--- src/rtl/regfile_arb_pkg.sv ---
// Shared types and constants for the register-file port arbiter.
// rf_cmd_t is sized by the package widths, which are also the arbiter's default widths.
package regfile_arb_pkg;

  localparam int RF_DATA_WIDTH = 32;
  localparam int RF_ADDR_WIDTH = 5;

  function automatic int id_width(input int num_req);
    return (num_req <= 1) ? 1 : $clog2(num_req);
  endfunction

  typedef struct packed {
    logic                     wen;
    logic [RF_ADDR_WIDTH-1:0] wad;
    logic [RF_DATA_WIDTH-1:0] din;
    logic                     ren1;
    logic [RF_ADDR_WIDTH-1:0] rad1;
    logic                     ren2;
    logic [RF_ADDR_WIDTH-1:0] rad2;
  } rf_cmd_t;

endpackage

--- src/rtl/regfile_grant_picker.sv ---
// Combinational round-robin scan that grants up to two reads and one write
// with no address overlap between any of the granted operations.
module regfile_grant_picker
  import regfile_arb_pkg::*;
#(
  parameter int NUM_REQ    = 4,
  parameter int DATA_WIDTH = RF_DATA_WIDTH,
  parameter int ADDR_WIDTH = RF_ADDR_WIDTH,
  parameter int IDW        = id_width(NUM_REQ)
) (
  input  logic [NUM_REQ-1:0]            i_valid,
  input  logic [NUM_REQ-1:0]            i_we,
  input  logic [NUM_REQ*ADDR_WIDTH-1:0] i_addr,
  input  logic [NUM_REQ*DATA_WIDTH-1:0] i_wdata,
  input  logic [IDW-1:0]                i_rr_ptr,
  output logic [NUM_REQ-1:0]            o_grant,
  output rf_cmd_t                       o_cmd,
  output logic [IDW-1:0]                o_rd1_id,
  output logic [IDW-1:0]                o_rd2_id,
  output logic                          o_any_grant,
  output logic [IDW-1:0]                o_first_id
);

  always_comb begin
    logic [IDW-1:0]        w_idx;
    logic [ADDR_WIDTH-1:0] w_addr;
    logic                  w_hit;
    o_grant     = '0;
    o_cmd       = '0;
    o_rd1_id    = '0;
    o_rd2_id    = '0;
    o_any_grant = 1'b0;
    o_first_id  = '0;
    w_idx       = '0;
    w_addr      = '0;
    w_hit       = 1'b0;
    for (int k = 0; k < NUM_REQ; k++) begin
      // NUM_REQ is a power of two, so the IDW-bit sum wraps modulo NUM_REQ.
      w_idx  = i_rr_ptr + IDW'(k);
      w_addr = i_addr[w_idx*ADDR_WIDTH +: ADDR_WIDTH];
      w_hit  = 1'b0;
      if (i_valid[w_idx]) begin
        if (i_we[w_idx]) begin
          if (!o_cmd.wen && !(o_cmd.ren1 && o_cmd.rad1 == w_addr) &&
              !(o_cmd.ren2 && o_cmd.rad2 == w_addr)) begin
            o_cmd.wen = 1'b1;
            o_cmd.wad = w_addr;
            o_cmd.din = i_wdata[w_idx*DATA_WIDTH +: DATA_WIDTH];
            w_hit     = 1'b1;
          end
        end else if (!o_cmd.ren2 && !(o_cmd.wen && o_cmd.wad == w_addr) &&
                     !(o_cmd.ren1 && o_cmd.rad1 == w_addr)) begin
          if (!o_cmd.ren1) begin
            o_cmd.ren1 = 1'b1;
            o_cmd.rad1 = w_addr;
            o_rd1_id   = w_idx;
          end else begin
            o_cmd.ren2 = 1'b1;
            o_cmd.rad2 = w_addr;
            o_rd2_id   = w_idx;
          end
          w_hit = 1'b1;
        end
      end
      if (w_hit) begin
        o_grant[w_idx] = 1'b1;
        if (!o_any_grant) begin
          o_any_grant = 1'b1;
          o_first_id  = w_idx;
        end
      end
    end
  end

endmodule

--- src/rtl/regfile_port_arbiter.sv ---
// Shares a 2-read/1-write register file among NUM_REQ requesters and routes
// read data back to the owning requester one cycle after issue.
module regfile_port_arbiter
  import regfile_arb_pkg::*;
#(
  parameter int NUM_REQ    = 4,
  parameter int DATA_WIDTH = RF_DATA_WIDTH,
  parameter int ADDR_WIDTH = RF_ADDR_WIDTH
) (
  input  logic                          clk,
  input  logic                          resetn,
  // Request i transfers on i_req_valid[i] && o_req_ready[i]; ready is a
  // combinational function of valid, so valid must never wait on ready and
  // an unaccepted request keeps its fields stable.
  input  logic [NUM_REQ-1:0]            i_req_valid,
  input  logic [NUM_REQ-1:0]            i_req_we,
  input  logic [NUM_REQ*ADDR_WIDTH-1:0] i_req_addr,
  input  logic [NUM_REQ*DATA_WIDTH-1:0] i_req_wdata,
  output logic [NUM_REQ-1:0]            o_req_ready,
  output logic [NUM_REQ-1:0]            o_rsp_valid,
  output logic [NUM_REQ*DATA_WIDTH-1:0] o_rsp_data,
  output logic [DATA_WIDTH-1:0]         o_rf_din,
  output logic [ADDR_WIDTH-1:0]         o_rf_wad1,
  output logic [ADDR_WIDTH-1:0]         o_rf_rad1,
  output logic [ADDR_WIDTH-1:0]         o_rf_rad2,
  output logic                          o_rf_wen1,
  output logic                          o_rf_ren1,
  output logic                          o_rf_ren2,
  input  logic [DATA_WIDTH-1:0]         i_rf_dout1,
  input  logic [DATA_WIDTH-1:0]         i_rf_dout2,
  input  logic                          i_rf_collision,
  output logic                          o_err_collision
);

  localparam int IDW = id_width(NUM_REQ);

  logic [IDW-1:0]     r_rr_ptr;
  logic               r_rd1_vld;
  logic               r_rd2_vld;
  logic [IDW-1:0]     r_rd1_id;
  logic [IDW-1:0]     r_rd2_id;
  logic               r_err;

  logic [NUM_REQ-1:0] w_valid;
  logic [NUM_REQ-1:0] w_grant;
  rf_cmd_t            w_cmd;
  logic [IDW-1:0]     w_rd1_id;
  logic [IDW-1:0]     w_rd2_id;
  logic               w_any_grant;
  logic [IDW-1:0]     w_first_id;

  // Masking valid during reset keeps every grant and port enable low.
  assign w_valid = resetn ? i_req_valid : '0;

  regfile_grant_picker #(
    .NUM_REQ    (NUM_REQ),
    .DATA_WIDTH (DATA_WIDTH),
    .ADDR_WIDTH (ADDR_WIDTH),
    .IDW        (IDW)
  ) u_picker (
    .i_valid     (w_valid),
    .i_we        (i_req_we),
    .i_addr      (i_req_addr),
    .i_wdata     (i_req_wdata),
    .i_rr_ptr    (r_rr_ptr),
    .o_grant     (w_grant),
    .o_cmd       (w_cmd),
    .o_rd1_id    (w_rd1_id),
    .o_rd2_id    (w_rd2_id),
    .o_any_grant (w_any_grant),
    .o_first_id  (w_first_id)
  );

  assign o_req_ready     = w_grant;
  assign o_rf_wen1       = w_cmd.wen;
  assign o_rf_wad1       = w_cmd.wad;
  assign o_rf_din        = w_cmd.din;
  assign o_rf_ren1       = w_cmd.ren1;
  assign o_rf_rad1       = w_cmd.rad1;
  assign o_rf_ren2       = w_cmd.ren2;
  assign o_rf_rad2       = w_cmd.rad2;
  assign o_err_collision = r_err;

  always_ff @(posedge clk) begin
    if (!resetn) begin
      r_rr_ptr  <= '0;
      r_rd1_vld <= 1'b0;
      r_rd2_vld <= 1'b0;
      r_rd1_id  <= '0;
      r_rd2_id  <= '0;
      r_err     <= 1'b0;
    end else begin
      if (w_any_grant) begin
        r_rr_ptr <= w_first_id + IDW'(1);
      end
      r_rd1_vld <= w_cmd.ren1;
      r_rd2_vld <= w_cmd.ren2;
      r_rd1_id  <= w_rd1_id;
      r_rd2_id  <= w_rd2_id;
      if (i_rf_collision) begin
        r_err <= 1'b1;
      end
    end
  end

  // Gating with resetn drops any response that was in flight when reset hit.
  always_comb begin
    o_rsp_valid = '0;
    o_rsp_data  = '0;
    if (resetn) begin
      if (r_rd1_vld) begin
        o_rsp_valid[r_rd1_id]                        = 1'b1;
        o_rsp_data[r_rd1_id*DATA_WIDTH +: DATA_WIDTH] = i_rf_dout1;
      end
      if (r_rd2_vld) begin
        o_rsp_valid[r_rd2_id]                        = 1'b1;
        o_rsp_data[r_rd2_id*DATA_WIDTH +: DATA_WIDTH] = i_rf_dout2;
      end
    end
  end

endmodule
--- config.mk ---
export PLATFORM = sky130hd
export DESIGN_NAME = regfile_port_arbiter
export DESIGN_NICKNAME = d
export VERILOG_FILES = /design/src/rtl/regfile_arb_pkg.sv /design/src/rtl/regfile_grant_picker.sv /design/src/rtl/regfile_port_arbiter.sv
export SDC_FILE = /design/constraint.sdc
export NUM_CORES = 1
export LEC_CHECK = 0
export ABC_AREA = 0
export ABC_CLOCK_PERIOD_IN_PS = 13950
export CAP_MARGIN = 20
export CORE_AREA = 2 2 159 161
export DETAILED_ROUTE_END_ITERATION = 6
export DIE_AREA = 0 0 161 163
export PLACE_DENSITY = 0.7
export REMOVE_ABC_BUFFERS = 1
export SKIP_LAST_GASP = 1
export SLEW_MARGIN = 20
export SYNTH_ARGS = -nofsm -noshare
export SYNTH_HDL_FRONTEND = slang
export SYNTH_HIERARCHICAL = 1
export SYNTH_SLANG_ARGS = --single-unit
--- constraint.sdc ---
create_clock -name clk -period 13.95 [get_ports clk]
set_input_delay 1.395 -clock clk [delete_from_list [all_inputs] [get_ports clk]]
set_output_delay 1.395 -clock clk [all_outputs]
set_load 0.005 [all_outputs]
==> flow_summary.json <==
{
  "io-pin-count": 410,
  "drive_gt1_frac": 0.129,
  "cp.depth": 17,
  "outcome": "completed",
  "yosys_warnings": 6,
  "initial_core_util": 0.327,
  "powerDensity_mw_per_mm2": 187,
  "leakage_nw": 4.20,
  "cts_num_sinks": 9,
  "die_h_um": 163,
  "finalPower_mw": 2.29,
  "numCtsBuffers": 3,
  "crit_type": "flop to output port",
  "ys_types": 77,
  "r2r_cells": 16,
  "switching_share": 0.531,
  "worst_pin_slew_ns": 1.03,
  "dp_hpwl_mm": 31.1,
  "cp_data_arrival_time_ns": 7.73,
  "synth_flop_cell": "dfxtp_1",
  "syn_area_per_cell_sq_um": 7.25,
  "clk_pin_slew_ns": 0.04,
  "detail_route.drc_violations": 0,
  "antenna_found_initial": 0,
  "synth.cell_area_sq_mm": 0.00806,
  "intPower_mw": 1.07,
  "die_x_um": 161,
  "design.core.area_sq_mm": 0.0247,
  "via_per_inst": 6.23,
  "place_congestion": 0.961,
  "synth.area.top_cells": "o22ai_1, mux2i_1, mux2_2",
  "fillers": 2473,
  "cp_num_buf_inv": 4,
  "ir_drop_uv": 213,
  "synth_seq_cells": 9,
  "htree_levels": 1,
  "grt_max_degree": 89,
  "rows": 58,
  "grt_pass1_wl_mm": 59.8,
  "grt_use_total": 0.284,
  "ys_seq_area_frac": 0.0223,
  "fin_skew_ns": 0.000850,
  "cpPeakStageDelay_ns": 0.95,
  "post_cts_buffers": 0,
  "pwr-share-comb": 0.941,
  "crit_path_end_kind": "output port",
  "async_reset_ff_frac": 0,
  "fin_ws_ns": 4.83,
  "die_area_sq_mm": 0.0262,
  "required_ns": 12.56,
  "max_cap_violations": 0,
  "maxSlewViolCount": 0,
  "syn_to_final_growth_pct": 52.0,
  "hold_viol": 0,
  "port_buffers": 409,
  "clock.fmax_mhz": 110,
  "hold_class": "flop to flop",
  "synth_edf_count": 0,
  "rsz0062_at_grt": "false",
  "dpl_cell_area_sq_mm": 0.0122,
  "drtIter0Drc": 843,
  "gr-total-overflow": 0,
  "final_nets": 1667,
  "setup_tns_ns": 0,
  "ctsRootBufferMaster": "clkbuf_16",
  "synthCells": 1112,
  "cts_buffer_depth": 2,
  "cp-start-kind": "flop",
  "cp_top_family": "buffers and inverters",
  "p_seq_frac": 0.036,
  "yosysTopAreaCell": "o22ai_1",
  "slowest_stage": "dfxtp_4",
  "slew_headroom": 0.311,
  "postCtsHoldBufs": 0,
  "avgRoutedWirePerCell_um": 22.9,
  "postCtsResizedCells": 0,
  "grt_pass1_vias": 10300,
  "drt-total-wl_mm": 40.3,
  "drtAntennaViolNets": 0,
  "dp_slack_ns": 5.02,
  "fin_area_sq_mm": 0.0123,
  "worstPathCellList": "inv_1 -> ha_4 -> buf_4 -> mux4_2 -> nor2b_4 -> nor2_2 -> a21o_1 -> or4_1 -> or4_1 -> and2_4 -> a32oi_2 -> xor2_1 -> o311a_2 -> buf_4 -> a221oi_1 -> o21ai_1 -> clkdlybuf4s50_1",
  "cts_tree": "built",
  "p_sw_mw": 1.22,
  "num_vias": 11000,
  "period_minus_slack_ns": 9.12,
  "power_frac_clock": 0.023,
  "antenna_cells": 0,
  "worstSkewPairLatency_ns": 0.24,
  "synth_top_area_share": 0.103,
  "firstDrtPassIters": 6,
  "setup_viol": 0,
  "hold_depth": 1,
  "cp_max_fo": 65,
  "placed_cells": 1753,
  "fin_crit_sh": 0.654,
  "fin_cells": 1757
}
==> power groups by stage <==
stage                     clock [mW]  sequential, mW  combinational, mW
final                         0.0533          0.0826               2.16
after detailed placement           0          0.0831               2.14
after CTS                     0.0555          0.0826               2.14
after global placement             0          0.0814               2.12
after global routing          0.0555          0.0876               2.32
after floorplan                    0           0.133               1.33
==> sequential cells by signal, summed over array words and instances, names as in the netlist <==
| signal | flops |
|---|---|
| r_rd2_vld | 1 |
| o_err_collision | 1 |
| r_rd2_id | 2 |
| r_rr_ptr | 2 |
| r_rd1_id | 2 |
| r_rd1_vld | 1 |
==> metrics by stage <==
stage	hold slack, ns	util
6_report	0.467	0.497
3_3_place_gp	0.449	0.493
2_1_floorplan	0.464	-
3_5_place_dp	0.458	0.493
5_1_grt	0.494	0.497
4_1_cts	0.468	0.497
==> cell usage after synthesis, types with 10 or more instances <==
cell type / count
nor2b_1: 12
nor2_1: 19
buf_2: 24
mux2_2: 71
o221ai_1: 36
nand4_1: 15
o22ai_2: 30
mux4_2: 24
o22ai_1: 133
clkbuf_1: 64
and2_1: 19
nand2_1: 183
buf_1: 13
nand3_1: 12
o21ai_0: 47
a21oi_1: 50
mux2i_1: 82
a221oi_2: 10
o21ai_1: 35
a221oi_1: 24
inv_1: 24
nand2b_1: 11
ha_1: 16
==> worst paths after layout <==
path | start | endpoint | slack [ns]
worst max-delay path | r_rr_ptr[0]$_SDFFE_PN0P_ | o_rf_din[9] | 4.83
worst min-delay path | o_err_collision$_SDFFE_PN0P_ | o_err_collision$_SDFFE_PN0P_ | 0.47
worst max register to register | r_rr_ptr[0]$_SDFFE_PN0P_ | r_rr_ptr[0]$_SDFFE_PN0P_ | 6.67
worst min register to register | o_err_collision$_SDFFE_PN0P_ | o_err_collision$_SDFFE_PN0P_ | 0.47
==> worst register-to-register path, delay by kind of cell, from the launching register on <==
family / cells / cell delay, ns
flops: 1 / 0.95
simple gates: 7 / 2.51
buf+inv: 2 / 1.01
xor+xnor: 1 / 0.12
fa+ha+maj: 1 / 0.74
mux: 1 / 0.47
compound gates: 4 / 1.38
==> cells by family (layout without fill, tap and decap cells) <==
family | Yosys count | count (layout) | share of synthesized area
simple gates | 303 | 303 | 0.176
compound gates | 452 | 452 | 0.412
xor+xnor | 14 | 14 | 0.0152
buf+inv | 141 | 456 | 0.0816
mux | 177 | 177 | 0.268
fa+ha+maj | 16 | 16 | 0.0248
flops | 9 | 9 | 0.0223
==> routing by layer <==
metal	up-vias	GRT usage	wire, um
met4	0	0.0909	1410
met2	588	0.537	20600
met1	5250	0.319	14800
met3	83	0.0560	3490
met5	-	0	0
li1	5029	-	-
==> layout make-up <==
class | instances | area, sq um | share of cell area
clock buffers | 3 | 75.1 | 0.00613
multi-input cells | 962 | 7250 | 0.592
clock inverters | 1 | 5.00 | 0.000408
flip-flops and latches | 9 | 185 | 0.0151
repair buffers | 428 | 4230 | 0.345
inverters | 24 | 90.1 | 0.00735
well taps | 330 | 413 | 0.0337
==> placed cells by master, fill, tap and decap left out, drive strengths merged, types with 6 or more instances in the layout <==
| cell | count |
|---|---|
| nand2 | 184 |
| mux2i | 82 |
| ha | 16 |
| and2 | 20 |
| dfxtp | 9 |
| nor2 | 20 |
| mux4 | 24 |
| a22oi | 9 |
| o22ai | 163 |
| nand2b | 11 |
| a21boi | 10 |
| mux2 | 71 |
| nand3 | 13 |
| xnor2 | 9 |
| buf | 20 |
| o221ai | 36 |
| o21ai | 83 |
| nand4 | 15 |
| a221oi | 34 |
| o211ai | 9 |
| a21oi | 50 |
| clkdlybuf4s50 | 408 |
| inv | 24 |
| nor2b | 13 |
| a31oi | 6 |
Power figures use the tool's default switching activity.
